$ cat config.mk
export PLATFORM = sky130hd
export DESIGN_NAME = reg_serializer
export DESIGN_NICKNAME = d
export VERILOG_FILES = /design/src/rtl/reg_serializer.sv
export SDC_FILE = /design/constraint.sdc
export NUM_CORES = 1
export LEC_CHECK = 0
export BUFFER_PORTS_ARGS = -buffer_cell sky130_fd_sc_hd__buf_2
export CAP_MARGIN = 20
export CORE_ASPECT_RATIO = 1.1
export CORE_MARGIN = 5
export CORE_UTILIZATION = 31
export DETAILED_ROUTE_END_ITERATION = 8
export GPL_TIMING_DRIVEN = 0
export PLACE_DENSITY = 0.51
export SLEW_MARGIN = 30
export SYNTH_ARGS = -nofsm -noshare
export SYNTH_HDL_FRONTEND = slang
export SYNTH_SLANG_ARGS = --single-unit
$ cat constraint.sdc
create_clock -name clk -period 1.5 [get_ports clk]
set_input_delay 0.3 -clock clk [delete_from_list [all_inputs] [get_ports clk]]
set_output_delay 0.3 -clock clk [all_outputs]
set_load 0.05 [all_outputs]
$ cat src/rtl/reg_serializer.sv
// Parallel-to-serial shifter, LSB first, with ready/valid/done handshake and registered outputs.
// Define REG_SERIALIZER_PARITY_EN to append an even-parity bit to every frame.
module reg_serializer #(
  parameter int width = 8
) (
  input  logic             clk,
  input  logic             reset,
  input  logic [width-1:0] data,
  input  logic             load,
  output logic             ready,
  output logic             ser_out,
  output logic             ser_valid,
  output logic             done
);

  localparam int CW = $clog2(width) + 1;
  localparam logic [CW-1:0] LAST = CW'(width - 1);

`ifdef REG_SERIALIZER_PARITY_EN
  typedef enum logic [1:0] {IDLE, SHIFT, PARITY, DONE} state_t;
`else
  typedef enum logic [1:0] {IDLE, SHIFT, DONE} state_t;
`endif

  state_t           state_q, state_d;
  logic [width-1:0] shift_q, shift_d;
  logic [CW-1:0]    cnt_q, cnt_d;
  logic             ready_q, ready_d;
  logic             ser_out_q, ser_out_d;
  logic             ser_valid_q, ser_valid_d;
  logic             done_q, done_d;
`ifdef REG_SERIALIZER_PARITY_EN
  logic             par_q, par_d;
`endif

  always_comb begin
    state_d     = state_q;
    shift_d     = shift_q;
    cnt_d       = cnt_q;
    ready_d     = ready_q;
    ser_out_d   = ser_out_q;
    ser_valid_d = ser_valid_q;
    done_d      = 1'b0;
`ifdef REG_SERIALIZER_PARITY_EN
    par_d       = par_q;
`endif
    case (state_q)
      IDLE: begin
        ready_d     = 1'b1;
        ser_out_d   = 1'b0;
        ser_valid_d = 1'b0;
        if (load && ready_q) begin
          // Output flops are loaded with bit 0 now so it appears one cycle after acceptance.
          shift_d     = data;
          cnt_d       = '0;
          state_d     = SHIFT;
          ready_d     = 1'b0;
          ser_out_d   = data[0];
          ser_valid_d = 1'b1;
`ifdef REG_SERIALIZER_PARITY_EN
          par_d       = 1'b0;
`endif
        end
      end
      SHIFT: begin
        shift_d = shift_q >> 1;
        cnt_d   = cnt_q + CW'(1);
`ifdef REG_SERIALIZER_PARITY_EN
        par_d   = par_q ^ shift_q[0];
`endif
        if (cnt_q == LAST) begin
`ifdef REG_SERIALIZER_PARITY_EN
          state_d     = PARITY;
          ser_out_d   = par_q ^ shift_q[0];
          ser_valid_d = 1'b1;
`else
          state_d     = DONE;
          ser_out_d   = 1'b0;
          ser_valid_d = 1'b0;
          done_d      = 1'b1;
`endif
        end else begin
          ser_out_d   = shift_q[1];
          ser_valid_d = 1'b1;
        end
      end
`ifdef REG_SERIALIZER_PARITY_EN
      PARITY: begin
        state_d     = DONE;
        ser_out_d   = 1'b0;
        ser_valid_d = 1'b0;
        done_d      = 1'b1;
      end
`endif
      DONE: begin
        state_d     = IDLE;
        ready_d     = 1'b1;
        ser_out_d   = 1'b0;
        ser_valid_d = 1'b0;
      end
      default: begin
        state_d     = IDLE;
        ready_d     = 1'b1;
        ser_out_d   = 1'b0;
        ser_valid_d = 1'b0;
      end
    endcase
  end

  always_ff @(posedge clk or negedge reset) begin
    if (!reset) begin
      state_q     <= IDLE;
      shift_q     <= '0;
      cnt_q       <= '0;
      ready_q     <= 1'b1;
      ser_out_q   <= 1'b0;
      ser_valid_q <= 1'b0;
      done_q      <= 1'b0;
`ifdef REG_SERIALIZER_PARITY_EN
      par_q       <= 1'b0;
`endif
    end else begin
      state_q     <= state_d;
      shift_q     <= shift_d;
      cnt_q       <= cnt_d;
      ready_q     <= ready_d;
      ser_out_q   <= ser_out_d;
      ser_valid_q <= ser_valid_d;
      done_q      <= done_d;
`ifdef REG_SERIALIZER_PARITY_EN
      par_q       <= par_d;
`endif
    end
  end

  assign ready     = ready_q;
  assign ser_out   = ser_out_q;
  assign ser_valid = ser_valid_q;
  assign done      = done_q;

endmodule

==> summary.txt <==
Critical path
  – CP max-delay cell: dfstp_2
  – CP Data Arrival Time: ~1.1 ns
  – Critical path class: register to output port
  – CP max stage delay: 0.58 ns
  – Cell family with most CP delay: flip-flops
  – Cell Chain, Critical Path: buf_2
  – Crit end category: output port
  – Worst endpoint required time: 1.20 ns
  – CP bufs+invs: 1
  – R2R Path Start: ready
  – Critical Path Fanout Max: 4
  – Crit path launch type: register
  – Worst setup startpoint: ready

Clock network
  – Clock tree sinks: 17
  – Post-CTS setup buffers: 0
  – Clock slew at reported path FFs: approximately 0.1 ns
  – Clk_lat worst skew: just under 0.3 ns
  – CTS Buf Count: 3
  – Hold Buf Count CTS: 1
  – Resized cells post-CTS: 0
  – CTS HTree Levels: 1
  – Clk buf depth: 2
  – CTS tree: yes
  – Root buf cell: clkbuf_4

Logic synthesis
  – Main flop type after synthesis: dfrtp_1
  – Area contributors post-synth: dfrtp_1 52%, nor3_2 7.7%, nor2_1 4.8%
  – Fraction of registers with async set/reset: 100.0%
  – Synth Register Bits: 17
  – Synthesized area: ~780 um^2
  – Largest area contributor in the netlist: dfrtp_1
  – Distinct cells, synth: 21
  – Ys Warns: 0
  – Post-synth EDFFs: 0
  – Sequential share of the synthesized area: about 55%
  – Syn avg cell area: 11.43 um^2
  – Synth top area share: between 50% and 60%
  – Synth Instances: between 60 and 70
  – Synth cell count leaders: 16 x dfrtp_1, 10 x nor2_1, 9 x nand2_1, 6 x nor3_2, 6 x o22ai_1
  – Count leader, synth: dfrtp_1
  – Mapped Nets: 80

STA
  – Worst rel slew slack: roughly 75%
  – Final period util: a little over nine tenths
  – RSZ-0062 raised after global routing: no
  – Final Hold Fails: 0
  – Max frequency: ~690 MHz
  – Slew Limit Fails: 0
  – Least-Margin Pin Slew: approximately 0.37 ns
  – Final Critical Period: ~1.4 ns
  – TNS Setup: 0 ns
  – Final Skew: around 0.0020 ns
  – Final setup violating endpoints: 0

Global route
  – Largest net degree at the start of global routing: 18
  – Initial antenna violation count: 0
  – Number of global-route vias before repair: about 600
  – First-pass GRT wire length: around 2.8 mm
  – Grt ovf: 0
  – GRT Overall Usage: 10.00%

Detailed routing
  – Residual DRC count: 0
  – Vias per inst: 4.729
  – Initial DRC count: 13
  – Post-DRT Antenna Nets: 0
  – WL final: roughly 1.6 mm
  – First-pass DRT Iterations: 4
  – Avg WL per Cell: 13.14 um
  – Routed via count: roughly 560

Worst hold path
  – Min-delay src: data[7]
  – Worst min path class: input pin to register

Floorplan
  – FP Rows: 19
  – I/O pin cnt: 15
  – Die Wd: just under 60 um
  – Die H: between 60 and 70 um
  – Die ar.: approximately 3600 um^2
  – Initial Util: between 30% and 40%
  – Core area: approximately 2400 um^2

Power
  – PD cells: between 2000 and 2500 nW/um^2
  – Sw Ratio: a little over two fifths
  – Lkg Pwr: about 0.00043 uW
  – Combinational share of power: approximately 48%
  – Clock power share: 12.2%
  – Internal: around 1200 uW
  – Worst VDD drop: approximately 750 uV
  – PnR Total Power: between 2000 and 2500 uW
  – Flop pwr share: between 40% and 50%
  – Sw power: between 800 and 900 uW

Placement
  – Placer Congestion: between 0.6 and 0.7
  – Port buffer count: 14

Finish
  – NumNets Final: 100
  – Diodes inserted: 0
  – Layout cell share with drive strength beyond 1: between 30 and 40%
  – Area delta synth->final: 18.68%

Status
  – Status: complete, no violations

Job
  – Max Cap Viol: 0
==> power by group through the flow <==
stage          clock (uW)  sequential, uW  combinational, uW
6_report              247             816                964
5_1_grt               281             840               1080
4_1_cts               253             816                989
3_5_place_dp            0             826                981
3_3_place_gp            0             818                971
2_1_floorplan           0             954                628
==> flip-flops by register name, summed over array words and instances, names as in the netlist <==
register	count
cnt_q	4
done	1
ready	1
ser_out	1
ser_valid	1
shift_q	7
state_q	2
==> layout by cell type (no fill, tap or decap) <==
cell and n:
ha_1 1, nor3_2 6, nand4_1 1, a32o_1 1
nand2b_2 1, mux2i_1 1, dfrtp_1 16, clkbuf_1 1
nand4bb_4 1, clkbuf_4 3, buf_4 1, nand2_1 9
a21oi_1 2, and2b_1 1, nor2_1 10, dlygate4sd3_1 1
buf_2 14, and4bb_1 1, dfstp_2 1, buf_6 3
o22ai_1 6, nand3_1 3, nand3b_1 1, o21a_1 1
o21ai_1 1
==> through the flow <==
step | setup WS [ns] | util, % | cells | area, um^2 | hold slack (ns)
3_5_place_dp | 0.2953 | 36.18 | 113 | 885.9 | 0.2418
3_3_place_gp | 0.2917 | 36.18 | 113 | 885.9 | 0.2444
2_1_floorplan | 0.1800 | - | 68 | 777.0 | 0.004409
6_report | 0.05647 | 37.66 | 118 | 922.1 | 0.2036
5_1_grt | 0.01069 | 37.66 | 118 | 922.1 | 0.2177
4_1_cts | 0.04445 | 37.66 | 118 | 922.1 | 0.1973
==> cell type report <==
cell class | instances | area [um^2]
Clock buffer | 4 | 26.28
Fill cell | 251 | 1526
Sequential cell | 17 | 426.7
Multi-Input combinational cell | 47 | 309.0
Buffer | 4 | 41.29
Timing Repair Buffer | 15 | 80.08
Tap cell | 31 | 38.79
==> logic make-up (layout without fill, tap and decap cells) <==
group	Yosys count	after routing	share of synthesized area [%]
DFF	17	17	54.91
adders and majority gates	1	1	1.610
buffers and inverters	4	23	5.314
AOI/OAI and AO/OA	11	11	9.018
muxes	1	1	1.288
and+or+nand+nor	34	34	27.86
==> metal layers <==
layer | part of all wire, % | global-route usage (%) | vias to the layer above
met1 | 44 | 12.18 | 267
met2 | 50 | 15.68 | 10
met3 | 3.4 | 2.273 | 3
li1 | - | - | 278
met5 | 0 | 0 | -
met4 | 1.9 | 6.087 | 0
==> tightest hold or removal path: cells and delay by family <==
kind | cells | cell delay (ns)
buf+inv | 1 | 0.08
simple gates | 2 | 0.09
==> path summary, 6_finish.rpt <==
check / end / slack, ns / cells after the start
setup / recovery: ready / 0.06 / 1
hold / removal: shift_q[7] / 0.20 / 3
setup reg to reg: shift_q[6] / 0.29 / 4
hold reg to reg: cnt_q[3] / 0.47 / 1
max in group asynchronous: ready / 0.73 / 2
min in group asynchronous: shift_q[6] / 0.46 / 2
(Power assumes the default switching activity.)
